[src/rtl/sys_ctrl_mb.sv]
// System controller: decodes UART command frames into RF writes/reads and ALU jobs, returns results to the TX FIFO.
// Optional idle-wait timeout is enabled by defining SYS_CTRL_TIMEOUT_EN.
module sys_ctrl_mb #(
  parameter int FRAME_WIDTH         = 8,
  parameter int ALU_DATA_WIDTH      = 16,
  parameter int OUT_BYTES           = ALU_DATA_WIDTH / FRAME_WIDTH,
  parameter int ALU_FUNC_WIDTH      = 4,
  parameter int REG_FILE_DEPTH      = 16,
  parameter int REG_FILE_ADDR_WIDTH = $clog2(REG_FILE_DEPTH),
  parameter int OPA_ADDR            = 0,
  parameter int OPB_ADDR            = 1,
  parameter int TIMEOUT_CYCLES      = 1024
) (
  input  logic                           CLK,
  input  logic                           RST,
  input  logic [FRAME_WIDTH-1:0]         RX_P_DATA,
  input  logic                           RX_P_VLD,
  input  logic [ALU_DATA_WIDTH-1:0]      ALU_OUT,
  input  logic                           OUT_VALID,
  input  logic [FRAME_WIDTH-1:0]         RdData,
  input  logic                           RdData_Valid,
  input  logic                           FIFO_FULL,
  output logic [ALU_FUNC_WIDTH-1:0]      ALU_FUNC,
  output logic                           ALU_EN,
  output logic                           CLK_EN,
  output logic [REG_FILE_ADDR_WIDTH-1:0] RF_ADDR,
  output logic                           WrEn,
  output logic                           RdEn,
  output logic [FRAME_WIDTH-1:0]         WrData,
  output logic                           WR_INC,
  output logic                           clk_div_en,
  output logic                           BUSY,
  output logic                           CMD_ERR
);

  localparam int IDX_W = (OUT_BYTES > 0) ? $clog2(OUT_BYTES + 1) : 1;

  localparam logic [FRAME_WIDTH-1:0] CMD_WR     = FRAME_WIDTH'(8'hAA);
  localparam logic [FRAME_WIDTH-1:0] CMD_RD     = FRAME_WIDTH'(8'hBB);
  localparam logic [FRAME_WIDTH-1:0] CMD_ALU    = FRAME_WIDTH'(8'hCC);
  localparam logic [FRAME_WIDTH-1:0] CMD_ALU_NO = FRAME_WIDTH'(8'hDD);

  typedef enum logic [3:0] {
    IDLE, WR_ADDR, WR_DATA, RD_ADDR, RD_WAIT, OP_A, OP_B, OP_FN, ALU_WAIT, TX
  } state_t;

  state_t                         state_reg, state_next;
  logic [REG_FILE_ADDR_WIDTH-1:0] addr_reg, addr_next;
  logic [ALU_DATA_WIDTH-1:0]      buf_reg, buf_next;
  logic [IDX_W-1:0]               cnt_reg, cnt_next;
  logic [IDX_W-1:0]               idx_reg, idx_next;

  logic [ALU_FUNC_WIDTH-1:0]      alu_func_reg, alu_func_next;
  logic                           alu_en_reg, alu_en_next;
  logic                           clk_en_reg, clk_en_next;
  logic [REG_FILE_ADDR_WIDTH-1:0] rf_addr_reg, rf_addr_next;
  logic                           wr_en_reg, wr_en_next;
  logic                           rd_en_reg, rd_en_next;
  logic [FRAME_WIDTH-1:0]         wr_data_reg, wr_data_next;
  logic                           wr_inc_reg, wr_inc_next;
  logic                           clk_div_en_reg;
  logic                           busy_reg, busy_next;
  logic                           cmd_err_reg, cmd_err_next;

  logic                           timeout_hit;

  // Result buffer viewed as an array of frames, LSB frame at index 0.
  logic [FRAME_WIDTH-1:0] tx_frames [OUT_BYTES];
  logic [FRAME_WIDTH-1:0] tx_frame;

  for (genvar gi = 0; gi < OUT_BYTES; gi++) begin : g_frames
    assign tx_frames[gi] = buf_reg[gi*FRAME_WIDTH +: FRAME_WIDTH];
  end

  always_comb begin
    tx_frame = '0;
    for (int i = 0; i < OUT_BYTES; i++) begin
      if (idx_reg == IDX_W'(i)) tx_frame = tx_frames[i];
    end
  end

`ifdef SYS_CTRL_TIMEOUT_EN
  localparam int TMO_W = (TIMEOUT_CYCLES > 1) ? $clog2(TIMEOUT_CYCLES) : 1;
  logic [TMO_W-1:0] tmo_reg;
  logic             tmo_counting;
  logic             tmo_strobe;

  assign tmo_counting = (state_reg != IDLE) && (state_reg != TX);
  assign tmo_strobe   = RX_P_VLD || RdData_Valid || OUT_VALID;
  assign timeout_hit  = tmo_counting && !tmo_strobe && (tmo_reg == TMO_W'(TIMEOUT_CYCLES - 1));

  always_ff @(posedge CLK) begin
    if (RST || !tmo_counting || tmo_strobe || timeout_hit) begin
      tmo_reg <= '0;
    end else begin
      tmo_reg <= tmo_reg + 1'b1;
    end
  end
`else
  // Waiting states block indefinitely; TIMEOUT_CYCLES only matters with the timeout build.
  assign timeout_hit = 1'b0 && (TIMEOUT_CYCLES > 0);
`endif

  always_comb begin
    state_next    = state_reg;
    addr_next     = addr_reg;
    buf_next      = buf_reg;
    cnt_next      = cnt_reg;
    idx_next      = idx_reg;
    alu_func_next = alu_func_reg;
    alu_en_next   = 1'b0;
    clk_en_next   = clk_en_reg;
    rf_addr_next  = rf_addr_reg;
    wr_en_next    = 1'b0;
    rd_en_next    = 1'b0;
    wr_data_next  = wr_data_reg;
    wr_inc_next   = 1'b0;
    cmd_err_next  = 1'b0;

    case (state_reg)
      IDLE: begin
        if (RX_P_VLD) begin
          case (RX_P_DATA)
            CMD_WR:     state_next = WR_ADDR;
            CMD_RD:     state_next = RD_ADDR;
            CMD_ALU:    state_next = OP_A;
            CMD_ALU_NO: state_next = OP_FN;
            default:    cmd_err_next = 1'b1;
          endcase
        end
      end
      WR_ADDR: begin
        if (RX_P_VLD) begin
          addr_next  = RX_P_DATA[REG_FILE_ADDR_WIDTH-1:0];
          state_next = WR_DATA;
        end
      end
      WR_DATA: begin
        if (RX_P_VLD) begin
          wr_en_next   = 1'b1;
          rf_addr_next = addr_reg;
          wr_data_next = RX_P_DATA;
          state_next   = IDLE;
        end
      end
      RD_ADDR: begin
        if (RX_P_VLD) begin
          rd_en_next   = 1'b1;
          rf_addr_next = RX_P_DATA[REG_FILE_ADDR_WIDTH-1:0];
          state_next   = RD_WAIT;
        end
      end
      RD_WAIT: begin
        cmd_err_next = RX_P_VLD;
        if (RdData_Valid) begin
          buf_next   = ALU_DATA_WIDTH'(RdData);
          cnt_next   = IDX_W'(1);
          idx_next   = '0;
          state_next = TX;
        end
      end
      OP_A: begin
        if (RX_P_VLD) begin
          wr_en_next   = 1'b1;
          rf_addr_next = REG_FILE_ADDR_WIDTH'(OPA_ADDR);
          wr_data_next = RX_P_DATA;
          state_next   = OP_B;
        end
      end
      OP_B: begin
        if (RX_P_VLD) begin
          wr_en_next   = 1'b1;
          rf_addr_next = REG_FILE_ADDR_WIDTH'(OPB_ADDR);
          wr_data_next = RX_P_DATA;
          state_next   = OP_FN;
        end
      end
      OP_FN: begin
        if (RX_P_VLD) begin
          alu_func_next = RX_P_DATA[ALU_FUNC_WIDTH-1:0];
          alu_en_next   = 1'b1;
          clk_en_next   = 1'b1;
          state_next    = ALU_WAIT;
        end
      end
      ALU_WAIT: begin
        cmd_err_next = RX_P_VLD;
        if (OUT_VALID) begin
          buf_next    = ALU_OUT;
          cnt_next    = IDX_W'(OUT_BYTES);
          idx_next    = '0;
          clk_en_next = 1'b0;
          state_next  = TX;
        end
      end
      TX: begin
        cmd_err_next = RX_P_VLD;
        // A full FIFO freezes the index, so the pending frame is simply re-offered.
        if (!FIFO_FULL) begin
          wr_inc_next  = 1'b1;
          wr_data_next = tx_frame;
          if (idx_reg == cnt_reg - IDX_W'(1)) begin
            idx_next   = '0;
            state_next = IDLE;
          end else begin
            idx_next = idx_reg + IDX_W'(1);
          end
        end
      end
      default: state_next = IDLE;
    endcase

    if (timeout_hit) begin
      state_next   = IDLE;
      cmd_err_next = 1'b1;
      clk_en_next  = 1'b0;
    end

    busy_next = (state_next != IDLE);
  end

  always_ff @(posedge CLK) begin
    if (RST) begin
      state_reg      <= IDLE;
      addr_reg       <= '0;
      buf_reg        <= '0;
      cnt_reg        <= '0;
      idx_reg        <= '0;
      alu_func_reg   <= '0;
      alu_en_reg     <= 1'b0;
      clk_en_reg     <= 1'b0;
      rf_addr_reg    <= '0;
      wr_en_reg      <= 1'b0;
      rd_en_reg      <= 1'b0;
      wr_data_reg    <= '0;
      wr_inc_reg     <= 1'b0;
      clk_div_en_reg <= 1'b0;
      busy_reg       <= 1'b0;
      cmd_err_reg    <= 1'b0;
    end else begin
      state_reg      <= state_next;
      addr_reg       <= addr_next;
      buf_reg        <= buf_next;
      cnt_reg        <= cnt_next;
      idx_reg        <= idx_next;
      alu_func_reg   <= alu_func_next;
      alu_en_reg     <= alu_en_next;
      clk_en_reg     <= clk_en_next;
      rf_addr_reg    <= rf_addr_next;
      wr_en_reg      <= wr_en_next;
      rd_en_reg      <= rd_en_next;
      wr_data_reg    <= wr_data_next;
      wr_inc_reg     <= wr_inc_next;
      clk_div_en_reg <= 1'b1;
      busy_reg       <= busy_next;
      cmd_err_reg    <= cmd_err_next;
    end
  end

  assign ALU_FUNC   = alu_func_reg;
  assign ALU_EN     = alu_en_reg;
  assign CLK_EN     = clk_en_reg;
  assign RF_ADDR    = rf_addr_reg;
  assign WrEn       = wr_en_reg;
  assign RdEn       = rd_en_reg;
  assign WrData     = wr_data_reg;
  assign WR_INC     = wr_inc_reg;
  assign clk_div_en = clk_div_en_reg;
  assign BUSY       = busy_reg;
  assign CMD_ERR    = cmd_err_reg;

endmodule

[config.mk]
export PLATFORM = sky130hd
export DESIGN_NAME = sys_ctrl_mb
export DESIGN_NICKNAME = d
export VERILOG_FILES = /design/src/rtl/sys_ctrl_mb.sv
export SDC_FILE = /design/constraint.sdc
export NUM_CORES = 1
export LEC_CHECK = 0
export ABC_AREA = 1
export CORE_MARGIN = 8
export CORE_UTILIZATION = 30
export CTS_BUF_LIST = sky130_fd_sc_hd__clkbuf_8
export CTS_CLUSTER_SIZE = 40
export DETAILED_ROUTE_END_ITERATION = 8
export SLEW_MARGIN = 15
export SYNTH_ARGS = -nofsm -noshare
export SYNTH_HDL_FRONTEND = slang
export SYNTH_SLANG_ARGS = --single-unit
[constraint.sdc]
create_clock -name CLK -period 4.61 [get_ports CLK]
set_input_delay 0.922 -clock CLK [delete_from_list [all_inputs] [get_ports CLK]]
set_output_delay 0.922 -clock CLK [all_outputs]
set_load 0.01 [all_outputs]
==> results of run 1 <==
==> worst register-to-register path: stages, from the launching register on <==
cell and delay (ns):
dfxtp_1 0.48, inv_2 0.11, nor2_2 0.15, nand2_2 0.23, or2_1 0.43, nand2_4 0.16, nand2_1 0.07, a21oi_1 0.13
==> cell type report <==
type / instances / area [µm²]
flip-flops and latches: 52 / 1040
fillers: 874 / 4870
repair buffers: 62 / 618
inverters: 37 / 139
clock buffers: 5 / 68.8
clock inverters: 3 / 38.8
well taps: 105 / 131
multi-input cells: 270 / 1270
==> kinds of logic after synthesis <==
logic type | after synthesis | share of synthesized area (%)
simple gates | 186 | 32.3
flops | 52 | 41.5
buf+inv | 50 | 7.93
fa+ha+maj | 2 | 0.997
compound gates | 82 | 17.3
==> through the flow <==
step           total power [mW]  setup WS [ns]  area [µm²]
3_3_place_gp              0.713           1.97        3200
3_5_place_dp              0.712           1.98        3200
2_1_floorplan             0.625           2.75        2510
4_1_cts                    1.02           2.29        3310
6_report                   1.01           2.27        3310
5_1_grt                    1.06           2.19        3310
==> cell usage in the layout, fill, tap and decap left out <==
cell type,Yosys,final
clkdlybuf4s50_1,0,61
ha_1,2,2
clkbuf_8,0,5
a31oi_1,9,9
bufinv_16,0,1
o31ai_1,4,4
inv_2,5,5
clkinv_2,0,1
dfxtp_1,52,52
nor2_4,1,1
nand2_2,4,4
nand4_1,1,1
nor2_1,26,26
nand3_4,1,1
or2_1,2,2
nand3_1,36,36
o22ai_1,1,1
nand2_4,1,1
nand2_1,104,104
buf_4,0,1
o21ai_1,3,3
inv_1,32,33
nor3_1,4,4
o21a_1,1,1
nor2_2,6,6
a21oi_1,47,47
o21ai_0,17,17
==> report_power, final <==
group,switching [mW],internal (mW),total [mW]
registers,0.0186,0.474,0.493
logic,0.121,0.0872,0.208
clock network,0.149,0.159,0.308
==> cells in the mapped netlist, drive strengths merged <==
cell and count:
o21a 1, or2 2, nor2 33, o31ai 4
nand4 1, o22ai 1, inv 37, clkbuf 7
dfxtp 52, o21ai 20, a21oi 47, nor3 4
nand3 37, ha 2, nand2 109, buf 6
a31oi 9
==> layer usage <==
metal	vias up	part of all wire (%)
met5	-	0
met4	0	1.5
met3	10	5.3
met2	68	49
met1	1148	45
li1	1330	-
==> how the worst max path moves through the flow <==
stage / slack (ns) / cells past startpoint / to
floorplan: 2.75 / 8 / idx_reg[0]
global placement: 1.97 / 8 / BUSY
detailed placement: 1.98 / 8 / BUSY
CTS: 2.29 / 8 / BUSY
global route: 2.19 / 8 / BUSY
finish: 2.27 / 8 / BUSY
==> flow_metrics.env, run 1 <==
export IMPL_core_region_area_um2=8180
export IMPL_fp_row_count=33
export IMPL_drv_slew=0
export IMPL_synth_largest_area_cell="dfxtp_1"
export IMPL_crit_path_end_kind="flop"
export IMPL_htreeDepth=2
export IMPL_dpl_hpwl_um=5770
export IMPL_place_gp_congestion=0.867
export IMPL_via_per_inst=4.79
export IMPL_hp_start="CLK_EN"
export IMPL_critPathRequiredTime_ns=4.81
export IMPL_drt_pass1_iter_count=4
export IMPL_drt_wl_total_um=7310
export IMPL_setup_viol=0
export IMPL_r2r_end="WrData[7]"
export IMPL_status="finished clean"
export IMPL_dieHeight_um=107
export IMPL_slowest_delay_ns=0.85
export IMPL_use_met2_pct=21.8
export IMPL_initial_core_util_pct=30.7
export IMPL_cts_sinks=52
export IMPL_cp_startpoint="RX_P_VLD"
export IMPL_ioPinCount=62
export IMPL_use_met3_pct=2.69
export IMPL_grt_pass1_vias=2468
export IMPL_fmax_ghz=0.427
export IMPL_hold_path_class="reg2reg"
export IMPL_hold_viol=0
export IMPL_powerDensity_nw_per_um2=305
export IMPL_ctsRootBufferMaster="clkbuf_8"
export IMPL_fin_crit_ns=2.34
export IMPL_largest_register_ffs=16
export IMPL_tightest_slew_ns=0.596
export IMPL_path_delay_family="buffers and inverters"
export IMPL_grt_ovfl_total=0
export IMPL_cts_hold_buf=0
export IMPL_clockBufferDepth=2
export IMPL_crit_top_cell="nand2_1"
export IMPL_syn_num_nets=412
export IMPL_ir_worst_vdd_mv=0.115
export IMPL_antenna_cells=0
export IMPL_insertion_delay_ns=0.30
export IMPL_io_buffers=61
export IMPL_dr_total_vias=2556
export IMPL_hold_depth=2
export IMPL_syn_area_per_cell_um2=6.75
export IMPL_grt_most_used_layer="met2"
export IMPL_antenna_found_initial=0
export IMPL_drive_gt1_share_pct=6.06
export IMPL_dieArea_um2=11500
export IMPL_reg2reg_depth=7
export IMPL_grt_max_degree=27
export IMPL_cts_tree="done"
export IMPL_die_width_um=107
export IMPL_timing_rr_start="state_reg[0]"
export IMPL_path_cells="clkdlybuf4s50_1, inv_1, nand2_1, nand2_1, nor2_1, nand3_1, nand2_1, nand3_1"
export IMPL_instances_no_fill=534
export IMPL_nNetsFinal=468
export IMPL_yosys_cell_types_count=26
export IMPL_drt_wirelength_per_cell_um=13.7
export IMPL_synthCells=372
export IMPL_cts_resized_gates=0
export IMPL_min_to="CLK_EN"
export IMPL_cp_arrival_ns=2.55
export IMPL_cts_buffers=5
export IMPL_ant_nets=0
export IMPL_post_cts_buffers=0
export IMPL_rsz0062_at_grt="no"
export IMPL_utilization_pct=40.5
export IMPL_clkSlewWorstSetupHoldPaths_ns=0.09
export IMPL_worst_path_buf_inv=2
export IMPL_synth_warnings=0
export IMPL_drtIter0Drc=135
export IMPL_synth_ff_latch_count=52
export IMPL_use_met1_pct=15.4
export IMPL_max_slew_margin_pct=60.1
export IMPL_skew_ns=0.00859
export IMPL_setup_tns_ns=0
export IMPL_grt_usage_pct=12.7
export IMPL_yosys_top_cells_area="dfxtp_1 (41%), nand2_1 (16%), a21oi_1 (9.4%), nand3_1 (7.2%), inv_1 (4.8%)"
export IMPL_synth_top_area_share_pct=41.5
export IMPL_grt_pass1_wl_um=11900
export IMPL_drc=0
export IMPL_yosysSeqAreaShare_pct=41.5
export IMPL_cap_viol_max_count=0
export IMPL_hold_ws_ns=0.453
export IMPL_syn_to_final_growth_pct=31.8
export IMPL_leakage_nw=1.31
export IMPL_dpl_cell_count=526
export IMPL_synthesis_area_um2=2510
export IMPL_worstPathMaxFanout=15
export IMPL_critPathLaunchType="input port"
export IMPL_fin_crit_sh_pct=50.8
export IMPL_reg2reg_slack_ns=2.78
export IMPL_setup_worst_path_class="in2reg"
export IMPL_cpMaxStageDelayCell="clkdlybuf4s50_1"
Note: power is estimated with default switching activity, not from simulation.
==> run 2: changes to the inputs <==
- clock period: 4.61 -> 2 ns (I/O delays scaled with it)
==> flow_metrics.env, run 2 (same netlist as run 1, synthesis figures left out) <==
export IMPL_tightest_slew_ns=0.399
export IMPL_cp_arrival_ns=1.97
export IMPL_cts_hold_buf=0
export IMPL_syn_to_final_growth_pct=33.8
export IMPL_ioPinCount=62
export IMPL_drive_gt1_share_pct=8.01
export IMPL_slowest_delay_ns=0.49
export IMPL_via_per_inst=4.76
export IMPL_final_cell_mix="nand2_1 (104), clkdlybuf4s50_1 (61), dfxtp_1 (52)"
export IMPL_setup_viol=0
export IMPL_dieHeight_um=107
export IMPL_worstPathMaxFanout=15
export IMPL_drt_wirelength_per_cell_um=13.8
export IMPL_setup_worst_path_class="reg2reg"
export IMPL_grt_pass1_vias=2559
export IMPL_fin_crit_sh_pct=88.2
export IMPL_max_slew_margin_pct=73.4
export IMPL_initial_core_util_pct=30.7
export IMPL_grt_ovfl_total=0
export IMPL_leakage_nw=1.34
export IMPL_drt_wl_total_um=7480
export IMPL_drv_slew=0
export IMPL_htreeDepth=2
export IMPL_powerDensity_nw_per_um2=664
export IMPL_dpl_cell_count=534
export IMPL_core_region_area_um2=8180
export IMPL_setup_tns_ns=0
export IMPL_critPathRequiredTime_ns=2.20
export IMPL_cpMaxStageDelayCell="dfxtp_1"
export IMPL_place_gp_congestion=0.827
export IMPL_dr_total_vias=2579
export IMPL_dieArea_um2=11500
export IMPL_crit_path_end_kind="flop"
export IMPL_io_buffers=61
export IMPL_nNetsFinal=476
export IMPL_cts_tree="done"
export IMPL_fp_row_count=33
export IMPL_antenna_cells=0
export IMPL_die_width_um=107
export IMPL_clkSlewWorstSetupHoldPaths_ns=0.09
export IMPL_skew_ns=0.00576
export IMPL_instances_no_fill=542
export IMPL_cts_resized_gates=0
export IMPL_path_cells="nor2_2, nand2_2, inv_1, nand2_1, nand2_1, nor2_1, inv_1, o21ai_1, nor2_1"
export IMPL_status="finished clean"
export IMPL_ctsRootBufferMaster="clkbuf_8"
export IMPL_critPathLaunchType="flop"
export IMPL_layout_commonest_cell="nand2_1"
export IMPL_grt_usage_pct=13.1
export IMPL_hold_viol=0
export IMPL_drc=0
export IMPL_post_cts_buffers=0
export IMPL_fin_crit_ns=1.76
export IMPL_fmax_ghz=0.567
export IMPL_dpl_hpwl_um=5880
export IMPL_cts_buffers=5
export IMPL_largest_register_ffs=16
export IMPL_insertion_delay_ns=0.30
export IMPL_ant_nets=0
export IMPL_drtIter0Drc=122
export IMPL_nFillCells=898
export IMPL_antenna_found_initial=0
export IMPL_rsz0062_at_grt="no"
export IMPL_drt_pass1_iter_count=4
export IMPL_grt_pass1_wl_um=12300
export IMPL_cap_viol_max_count=0
export IMPL_hold_path_class="reg2reg"
export IMPL_ir_worst_vdd_mv=0.257
export IMPL_grt_max_degree=20
export IMPL_clockBufferDepth=2
export IMPL_cts_sinks=52
run 2: worst max-delay path: cells and delay by family (launching register included):
family	cells	cell delay, ns
simple gates	6	0.77
flops	1	0.49
buf+inv	2	0.27
compound gates	1	0.13
run 2: cell type report:
class                   count  area [µm²]  area share [%]
multi-input cells         270        1270            37.8
flip-flops and latches     52        1040            31.0
repair buffers             70         691            20.6
inverters                  37         139            4.13
well taps                 105         131            3.91
clock buffers               5        68.8            2.05
clock inverters             3        18.8           0.559
run 2: power by group:
part / internal (mW) / switching [mW]
logic: 0.215 / 0.287
clock network: 0.245 / 0.347
registers: 1.09 / 0.0423
total: 1.55 / 0.677
run 2: path summary, 6_finish.rpt:
kind / startpoint / end / slack, ns / depth (start not counted)
worst max-delay path: state_reg[1] / idx_reg[0] / 0.24 / 9
worst min-delay path: CLK_EN / CLK_EN / 0.45 / 2
worst max register to register: state_reg[1] / idx_reg[0] / 0.24 / 9
worst min register to register: CLK_EN / CLK_EN / 0.45 / 2
run 2: per-layer routing:
layer	wire length, µm	global-route usage, %	vias up
li1	-	-	1342
met1	3330	15.8	1146
met2	3570	22.1	79
met3	434	2.69	12
met4	153	5.15	0
met5	0	0	-
run 2: per-stage QoR:
step	power [mW]	setup slack, ns	util [%]	hold slack (ns)	cell area (µm²)
2_1_floorplan	1.44	0.547	-	0.430	2510
3_3_place_gp	1.67	0.163	40.0	0.438	3270
3_5_place_dp	1.66	0.141	40.0	0.446	3270
4_1_cts	2.26	0.239	41.1	0.461	3360
5_1_grt	2.36	0.0826	41.1	0.482	3360
6_report	2.23	0.237	41.1	0.453	3360
==> run 3: changes to the inputs <==
- CTS_CLUSTER_SIZE: 40 -> not set
==> results of run 3 <==
The final DEF is identical to that of run 2; final timing and power are the same.
